--- config.mk ---
export PLATFORM = sky130hd
export DESIGN_NAME = stopwatch_core
export DESIGN_NICKNAME = d
export VERILOG_FILES = /design/src/rtl/stopwatch_pkg.sv /design/src/rtl/mixed_radix_digit.sv /design/src/rtl/stopwatch_core.sv
export SDC_FILE = /design/constraint.sdc
export NUM_CORES = 1
export LEC_CHECK = 0
export CAP_MARGIN = 15
export CORE_MARGIN = 2
export CORE_UTILIZATION = 25
export DETAILED_ROUTE_END_ITERATION = 10
export PLACE_DENSITY = 0.51
export SYNTH_ARGS = -nofsm -noshare
export SYNTH_HDL_FRONTEND = slang
export SYNTH_HIERARCHICAL = 1
export SYNTH_SLANG_ARGS = --single-unit
export TNS_END_PERCENT = 1
--- constraint.sdc ---
create_clock -name clk -period 3.3 [get_ports clk]
set_input_delay 0.99 -clock clk [delete_from_list [all_inputs] [get_ports clk]]
set_output_delay 0.99 -clock clk [all_outputs]
set_load 0.01 [all_outputs]
--- src/rtl/stopwatch_pkg.sv ---
// Shared types and helpers for the mixed-radix stopwatch core.
// Optional lap capture is enabled with STOPWATCH_LAP_EN.
package stopwatch_pkg;

    typedef enum logic [1:0] {
        IDLE,
        RUN,
        PAUSE,
        DONE
    } sw_state_t;

    localparam int NIB_W      = 4;
    localparam int MAX_DIGITS = 8;

    function automatic logic [NIB_W-1:0] clamp_digit(
        input logic [NIB_W-1:0] value,
        input logic [NIB_W-1:0] base
    );
        return (value >= base) ? base - 4'd1 : value;
    endfunction

    function automatic logic [NIB_W-1:0] base_of(
        input logic [NIB_W*MAX_DIGITS-1:0] bases,
        input int                          i
    );
        return bases[i*NIB_W +: NIB_W];
    endfunction

endpackage

--- src/rtl/mixed_radix_digit.sv ---
// One digit register of the stopwatch chain with its own radix.
// Exposes the pre-edge next value when STOPWATCH_LAP_EN is defined.
module mixed_radix_digit
    import stopwatch_pkg::*;
(
    input  logic             clk,
    input  logic             rst_n,
    input  logic [NIB_W-1:0] base,
    input  logic             inc,
    input  logic             dec,
    input  logic             load,
    input  logic [NIB_W-1:0] load_value,
    input  logic             clear,
    output logic [NIB_W-1:0] value,
`ifdef STOPWATCH_LAP_EN
    output logic [NIB_W-1:0] nxt,
`endif
    output logic             at_max,
    output logic             at_zero
);

    logic [NIB_W-1:0] value_d;

    assign at_max  = (value == base - 4'd1);
    assign at_zero = (value == '0);

    always_comb begin
        value_d = value;
        if (clear) begin
            value_d = '0;
        end else if (load) begin
            value_d = clamp_digit(load_value, base);
        end else if (inc) begin
            value_d = at_max ? '0 : value + 4'd1;
        end else if (dec) begin
            value_d = at_zero ? base - 4'd1 : value - 4'd1;
        end
    end

    always_ff @(posedge clk) begin
        if (!rst_n) begin
            value <= '0;
        end else begin
            value <= value_d;
        end
    end

`ifdef STOPWATCH_LAP_EN
    assign nxt = value_d;
`endif

endmodule

--- src/rtl/stopwatch_core.sv ---
// N-digit mixed-radix stopwatch/timer with run control and countdown.
// Define STOPWATCH_LAP_EN to add the lap input and lap_digits snapshot.
module stopwatch_core
    import stopwatch_pkg::*;
#(
    parameter int                  NUM_DIGITS  = 4,
    parameter logic [4*NUM_DIGITS-1:0] DIGIT_BASES =
        {4'd6, 4'd10, 4'd6, 4'd10},
    parameter int                  CLK_HZ      = 100_000_000,
    parameter int                  TICK_HZ     = 1
) (
    input  logic                      clk,
    input  logic                      rst_n,
    input  logic                      start_stop,
    input  logic                      clear,
    input  logic                      load,
    input  logic [4*NUM_DIGITS-1:0]   load_value,
    input  logic                      up_down,
`ifdef STOPWATCH_LAP_EN
    input  logic                      lap,
    output logic [4*NUM_DIGITS-1:0]   lap_digits,
`endif
    output logic [4*NUM_DIGITS-1:0]   digits,
    output logic                      running,
    output logic                      tick,
    output logic                      wrap,
    output logic                      done
);

    localparam int DIVISOR = CLK_HZ / TICK_HZ;
    localparam int PW = (DIVISOR > 2) ? $clog2(DIVISOR) : 1;
    localparam logic [PW-1:0] PMAX = PW'(DIVISOR - 1);

    if (DIVISOR < 2) begin : g_bad_divisor
        $error("stopwatch_core: CLK_HZ/TICK_HZ must be >= 2");
    end
    if (NUM_DIGITS < 1 || NUM_DIGITS > MAX_DIGITS) begin : g_bad_digits
        $error("stopwatch_core: NUM_DIGITS must be 1..8");
    end

    sw_state_t                 state, state_d;
    logic [PW-1:0]             presc, presc_d;
    logic                      wrap_d;
    logic [NUM_DIGITS-1:0]     at_max, at_zero, inc, dec;
    logic [NUM_DIGITS:0]       max_chain, zero_chain;
    logic                      all_max, all_zero, one_left;
    logic                      up_tick, dn_tick;
`ifdef STOPWATCH_LAP_EN
    logic [4*NUM_DIGITS-1:0]   digits_nxt;
`endif

    assign tick    = (state == RUN) && (presc == PMAX);
    assign up_tick = tick && up_down;
    assign dn_tick = tick && !up_down;
    assign running = (state == RUN);
    assign done    = (state == DONE);

    assign max_chain[0]  = 1'b1;
    assign zero_chain[0] = 1'b1;
    assign all_max       = max_chain[NUM_DIGITS];
    assign all_zero      = zero_chain[NUM_DIGITS];

    // Last down step: every upper digit zero and the LSB digit at one.
    assign one_left = (&(at_zero | NUM_DIGITS'(1)))
                   && (digits[NIB_W-1:0] == 4'd1);

    for (genvar i = 0; i < NUM_DIGITS; i++) begin : g_dig
        assign max_chain[i+1]  = max_chain[i] & at_max[i];
        assign zero_chain[i+1] = zero_chain[i] & at_zero[i];
        assign inc[i] = up_tick && max_chain[i];
        assign dec[i] = dn_tick && !all_zero && zero_chain[i];

        mixed_radix_digit u_digit (
            .clk        (clk),
            .rst_n      (rst_n),
            .base       (base_of(32'(DIGIT_BASES), i)),
            .inc        (inc[i]),
            .dec        (dec[i]),
            .load       (load),
            .load_value (load_value[i*NIB_W +: NIB_W]),
            .clear      (clear),
            .value      (digits[i*NIB_W +: NIB_W]),
`ifdef STOPWATCH_LAP_EN
            .nxt        (digits_nxt[i*NIB_W +: NIB_W]),
`endif
            .at_max     (at_max[i]),
            .at_zero    (at_zero[i])
        );
    end

    always_comb begin
        state_d = state;
        presc_d = presc;
        wrap_d  = 1'b0;
        if (clear) begin
            state_d = IDLE;
            presc_d = '0;
        end else if (load) begin
            state_d = PAUSE;
            presc_d = '0;
        end else begin
            wrap_d = up_tick && all_max;
            if (state == RUN) begin
                presc_d = tick ? '0 : presc + PW'(1);
            end
            unique case (state)
                IDLE: begin
                    if (start_stop) begin
                        state_d = RUN;
                        presc_d = '0;
                    end
                end
                RUN: begin
                    if (start_stop) begin
                        state_d = PAUSE;
                    end else if (dn_tick && (all_zero || one_left)) begin
                        state_d = DONE;
                    end
                end
                PAUSE: begin
                    if (start_stop) begin
                        state_d = RUN;
                    end
                end
                DONE:    state_d = DONE;
                default: state_d = IDLE;
            endcase
        end
    end

    always_ff @(posedge clk) begin
        if (!rst_n) begin
            state <= IDLE;
            presc <= '0;
            wrap  <= 1'b0;
        end else begin
            state <= state_d;
            presc <= presc_d;
            wrap  <= wrap_d;
        end
    end

`ifdef STOPWATCH_LAP_EN
    always_ff @(posedge clk) begin
        if (!rst_n || clear) begin
            lap_digits <= '0;
        end else if (lap) begin
            lap_digits <= digits_nxt;
        end
    end
`endif

endmodule

==> metrics, run 1 <==
DP Wirelength approximately 7.5 mm; Reg power frac just over 40%; clk_skew between 0.004 and 0.005 ns; Overflow after GRT 0; Final Hold Fails 0; Crit-path slowest cell or4b_4; post-synthesis simple-gate area fraction around a quarter; port bufs between 40 and 50; CTS buffer count 5; register area 923 µm²; xor and xnor area share after synthesis between 10% and 20%; CTS tree done; hold bufs inserted after CTS 0; WL final 9.79 mm; vias per inst approximately 4.6; post-synthesis register bit count 46; Max-Cap Viols 0; Distinct cells, synth 48; CTS sink cnt 46; post-synthesis sequential area ratio 22.9%; Worst Path Max Fanout 6; run status finished clean; Worst R2R Setup Slack 0.51 ns; Worst-Margin Slew 0.706 ns; total power 1.42 mW; Clk pwr share 35.7%; Routability Congestion just under 0.8; hold path startpoint presc[1]$_SDFF_PP0_; postcts setup bufs 0; Synth Area in Compound Gates 16.1%; Fmax 312 MHz; CP Depth 5; cell breakdown of the critical path or4b_4, nor3b_4, nand4_4, inv_2, clkdlybuf4s50_1; Reg clk slew, reported paths roughly 0.06 ns; layout cell share with drive strength beyond 1 between 6 and 7%; CP bufs+invs 2; Arr. time, crit path 2.22 ns; Slew Limit Fails 0; Initial DRC Count 160; Synth Warn # 6; RSZ-0062 raised after global routing no; CTS root buf clkbuf_16; Initial Utilization 25.4%; top cell type's share of synthesized area 22.9%; Pwr Density 286 nW/µm²; combinational power share a little under a quarter; main combinational cell family by area after synthesis simple AND/OR/NAND/NOR gates; die area around 17000 µm²; final worst-path cycle share 97.2%; die width roughly 130 µm; worst setup path category register to output port; critical path's top delay family simple AND/OR/NAND/NOR gates; crit-path max cell delay 0.55 ns; Worst Hold Class register to register; # rows 46; wire per inst 12.2 µm; Die Ht 131 µm; Rel. slew slack 52.9%; number of global-route vias before repair 3513; DP Area 4820 µm²; Synth Area in Adders 9.01%; # fillers about 1700; GRT Util Overall 11.7%; post-synthesis mux area share 6.37%; Hold WS 0.507 ns; largest net degree at the start of global routing 38; hold endpoint presc[1]$_SDFF_PP0_; CP endpoint kind output port; first-pass GRT wire length around 16 mm; Post-synth top flop dfxtp_1; post-route DRC violation count 0; Required @ worst endpoint 2.31 ns; Area contributors post-synth dfxtp_1 (23%), ha_1 (9.0%), xnor2_1 (7.6%); number of I/O pins 42; pre-CTS WS 0.304 ns; worst IR drop on VDD 160 µV; Sw Pwr 0.396 mW; Lkg Pwr 1.99 nW; vias roughly 3700; post-synthesis to final-layout area growth 23.6%; Reg2Reg Depth 8; Critical Path Source Type register; syn_area_per_cell about 8.0 µm²; nets@finish between 600 and 700; Core Region 15800 µm²; Sw Share 27.8%; multi-input logic area 3000 µm²; Final Instance Area 4980 µm²; residual antenna-violating net count after detailed routing 0; worst-skew pair later-pin latency 0.29 ns; # setup viols final 0; hold path depth 2; H-tree depth 2; Period minus WS final 3.21 ns; ys async rst share 0%; Post-Syn Instances 506; Longest Clk Path Bufs 2; Crit Reg-Reg Startpoint presc[10]$_SDFF_PP0_; Pre-Repair DR Iteration Count 4; ANT cells 0; reg2reg end g_dig[0].u_digit/value[2]$_SDFFE_PP0P_; Mapped Area just over 4000 µm²; Worst Slack Setup Final just over 0.09 ns; Post-synth EDFFs 0; Synth area leader dfxtp_1; initial antenna violation count 0; setup TNS 0 ns; Internal Power slightly above 1 mW
[state kept, by name, indices dropped and copies added (netlist names)]
name,count
state,2
wrap,1
presc,27
g_dig.u_digit/value,16
[cell usage in the layout, fill, tap and decap left out, types with 10 or more instances in the layout]
cell type        synthesis  final
xor2_1                  22     22
a21oi_1                 22     22
nand2_1                 32     32
o21ai_0                 23     23
ha_1                    29     29
nand2b_1                13     13
and3_1                  12     12
a211oi_1                10     10
inv_1                   48     47
nand3_1                 17     17
a31oi_1                 14     14
mux2i_1                 20     20
clkdlybuf4s50_1          0     41
conb_1                   2     48
nor2b_1                 11     11
nor2_1                  34     34
xnor2_1                 35     35
dfxtp_1                 46     44
[cell families after synthesis]
family          Yosys count
other cells               2
fa+ha+maj                29
simple gates            177
flops                    46
buf+inv                  70
compound gates          100
mux                      25
xor+xnor                 57
[area by class of cell]
class	count	area share, %
clock buffers	7	2.87
well taps	216	5.43
flip-flops and latches	46	18.5
repair buffers	47	9.15
clock inverters	1	0.101
multi-input cells	436	60.3
inverters	48	3.62
[through the flow]
step                      instances  utilization, %
final                           801            31.5
after global routing            801            31.5
after CTS                       801            31.4
after detailed placement        793            30.4
after global placement          793            30.4
after floorplan                 552               -
[cell usage after synthesis, types with 2 or more instances]
| master | number |
|---|---|
| a211o_1 | 4 |
| nor3b_2 | 6 |
| a2111oi_0 | 4 |
| nand2_1 | 32 |
| xnor2_1 | 35 |
| a21oi_1 | 22 |
| or4_4 | 4 |
| a311oi_1 | 8 |
| clkbuf_1 | 10 |
| a31oi_1 | 14 |
| nand3b_1 | 2 |
| o21ai_0 | 23 |
| ha_1 | 29 |
| mux2_2 | 5 |
| or3_1 | 5 |
| nand4_1 | 8 |
| inv_1 | 48 |
| nor2_1 | 34 |
| buf_2 | 10 |
| dfxtp_1 | 46 |
| nor4b_1 | 2 |
| nor3_2 | 6 |
| o221ai_1 | 5 |
| nor4_1 | 4 |
| nor3_1 | 8 |
| and2_1 | 3 |
| nand3_1 | 17 |
| xor2_1 | 22 |
| and3_1 | 12 |
| a221oi_1 | 4 |
| and4_1 | 3 |
| o22ai_1 | 4 |
| nor2b_1 | 11 |
| conb_1 | 2 |
| mux2i_1 | 20 |
| a211oi_1 | 10 |
| nand2b_1 | 13 |
[how the worst max path moves through the flow]
stage                                      from  endpoint
after detailed placement    presc[8]$_SDFF_PP0_      tick
after global routing      state[0]$_SDFFE_PP0P_      tick
final                      presc[10]$_SDFF_PP0_      tick
after global placement      presc[8]$_SDFF_PP0_      tick
after floorplan            presc[10]$_SDFF_PP0_      tick
after CTS                   presc[8]$_SDFF_PP0_      tick
[layer usage]
layer | global-route usage [%] | up-vias | wire [µm]
met1 | 14.5 | 1703 | 4640
met3 | 2.69 | 6 | 377
met5 | 0 | - | 0
met4 | 2.38 | 0 | 80
met2 | 20.6 | 59 | 4700
li1 | - | 1916 | -
[power by group through the flow]
| stage | combinational, mW | sequential (mW) | clock [mW] |
|---|---|---|---|
| floorplan | 0.235 | 0.593 | 0 |
| global placement | 0.311 | 0.603 | 0 |
| detailed placement | 0.315 | 0.604 | 0 |
| CTS | 0.316 | 0.591 | 0.529 |
| global route | 0.366 | 0.594 | 0.551 |
| finish | 0.324 | 0.591 | 0.509 |
[tightest hold or removal path, delay by kind of cell (launching register included)]
family,cells,cell delay (ns)
flops,1,0.34
simple gates,1,0.06
compound gates,1,0.05
[what timing repair did]
action	in CTS	in global routing
endpoints found under the setup margin	1	1
resized for setup	2	3
pin swaps	1	1
Power figures use the tool's default switching activity.
==> run 2, diff against run 1 <==
SLEW_MARGIN = 25   (was unset)
==> results of run 2 <==
The final DEF is identical to that of run 1; final timing and power are the same.
==> run 3, diff against run 2 <==
CAP_MARGIN = 20   (was 15)
CORE_UTILIZATION = 31   (was 25)
PLACE_DENSITY = 0.6   (was 0.51)
clock period = 2.7 ns   (was 3.3 ns; I/O delays follow)
==> run 3 against run 2 <==
- core utilization grew 9.5 points
- flip-flop and latch count is the same
- worst hold slack gained 0.030 ns
- clock skew grew 0.0015 ns
- critical path depth is the same
- highest routed layer unchanged
==> metrics, run 3 (synthesis gave the netlist of run 1 again) <==
run status finished clean; max reg flops 27; first-pass GRT wire length 17.3 mm; critical path's top delay family simple AND/OR/NAND/NOR gates; Max-Cap Viols 0; # fillers 1304; Reg clk slew, reported paths 0.07 ns; total power 1.84 mW; # setup viols final 0; largest net degree at the start of global routing 18; worst-skew pair later-pin latency approximately 0.29 ns; register area just over 900 µm²; Worst R2R Setup Slack roughly 0.17 ns; Worst Hold Class register to register; Overflow after GRT 0; most common cell after layout, fill and taps aside conb_1; Slew Limit Fails 0; H-tree depth 2; die area about 14000 µm²; Crit Reg-Reg Startpoint presc[10]$_SDFF_PP0_; Required @ worst endpoint 1.89 ns; residual antenna-violating net count after detailed routing 0; vias per inst 4.84; Pwr Density about 360 nW/µm²; number of global-route vias before repair ~3700; largest register by flop count presc; post-route DRC violation count 0; CTS sink cnt between 40 and 50; Pre-Repair DR Iteration Count 6; Routability Congestion 0.829; CTS buffer count 5; initial antenna violation count 0; postcts setup bufs 0; Worst-Margin Slew 0.539 ns; hold path depth 2; die width 118 µm; DP Wirelength between 7 and 8 mm; ANT cells 0; hold endpoint presc[7]$_SDFF_PP0_; vias 3817; nets@finish 666; CTS tree done; Rel. slew slack 63.5%; layout cell share with drive strength beyond 1 12.2%; setup TNS 0 ns; RSZ-0062 raised after global routing no; worst IR drop on VDD 275 µV; final worst-path cycle share 96.3%; port bufs between 40 and 50; hold path startpoint presc[7]$_SDFF_PP0_; CP endpoint kind output port; most frequent cells in the layout conb_1 (48), inv_1 (47), dfxtp_1 (46); Fmax 384 MHz; number of I/O pins 42; CP bufs+invs 2; reg2reg end g_dig[3].u_digit/value[2]$_SDFFE_PP0P_; Arr. time, crit path 1.79 ns; Initial Utilization 31.8%; Period minus WS final 2.60 ns; worst setup path category register to output port; wire per inst 12.6 µm; Longest Clk Path Bufs 2; Lkg Pwr roughly 2.2 nW; CTS root buf clkbuf_16; crit-path max cell delay 0.54 ns; Reg2Reg Depth 9; Final Hold Fails 0; Critical Path Source Type register; GRT Util Overall between 10% and 20%; multi-input logic area 3020 µm²; Crit-path slowest cell or4b_4; clk_skew 0.00642 ns; post-synthesis to final-layout area growth 28.8%; Initial DRC Count 200; Die Ht 118 µm; Largest regs presc x27, g_dig.u_digit/value x16, state x2; WL final 9.90 mm; core occupancy in the finished layout 40.9%; # rows 41; Core Region 12700 µm²; Worst Path Max Fanout 3; cell breakdown of the critical path or4b_4, nor3b_4, nand4_4, inv_2, clkbuf_2
-- run 3: worst register-to-register path, cell delays in order, from the launching register on --
cell      delay (ns)
dfxtp_1         0.31
or4b_4          0.54
nor3b_4         0.27
nand4_4         0.14
buf_6           0.17
nor3b_4         0.22
and4b_2         0.32
or3_1           0.16
o21ai_0         0.08
a211oi_1        0.24
-- run 3: area by class of cell --
type / instances / area share, %
sequential: 46 / 17.8
clock inverter: 3 / 0.772
multi-input combinational: 436 / 58.2
clock buffer: 5 / 2.41
timing repair buffer: 78 / 13.2
tap: 172 / 4.15
inverter: 48 / 3.47
-- run 3: metrics by stage --
step                      cell area, µm²  instances  setup WS (ns)  hold WS (ns)
final                               5190        788         0.0991         0.537
after global routing                5190        788         0.0154         0.574
after CTS                           5170        788        0.00548         0.528
after detailed placement            5000        780        -0.0764         0.511
after global placement              5000        780        -0.0377         0.501
after floorplan                     4200        552          0.303         0.466
-- run 3: per-layer routing --
layer | track usage, % | up-vias | wire length (µm)
li1 | - | 1967 | -
met2 | 25.3 | 62 | 4770
met4 | 2.71 | 0 | 43
met5 | 0 | - | 0
met3 | 2.57 | 4 | 286
met1 | 18.9 | 1784 | 4800
-- run 3: timing repair --
action,CTS,global route
pin swaps,1,1
hold buffers,0,0
resized for setup,5,7
setup endpoints to repair,1,10
-- run 3: how the worst max path moves through the flow --
stage | from | end | slack (ns) | depth (start not counted)
floorplan | presc[10]$_SDFF_PP0_ | g_dig[1].u_digit/value[3]$_SDFFE_PP0P_ | 0.30 | 9
global placement | presc[10]$_SDFF_PP0_ | tick | -0.04 | 5
detailed placement | presc[10]$_SDFF_PP0_ | tick | -0.08 | 5
CTS | presc[10]$_SDFF_PP0_ | tick | 0.005 | 5
global route | presc[10]$_SDFF_PP0_ | g_dig[1].u_digit/value[3]$_SDFFE_PP0P_ | 0.02 | 10
finish | presc[10]$_SDFF_PP0_ | tick | 0.1 | 5
-- run 3: report_power, final --
part	total (mW)	switching [mW]	internal, mW	leakage, nW
logic	0.428	0.215	0.212	1.71
registers	0.712	0.0209	0.691	0.373
clock network	0.702	0.268	0.434	0.0836
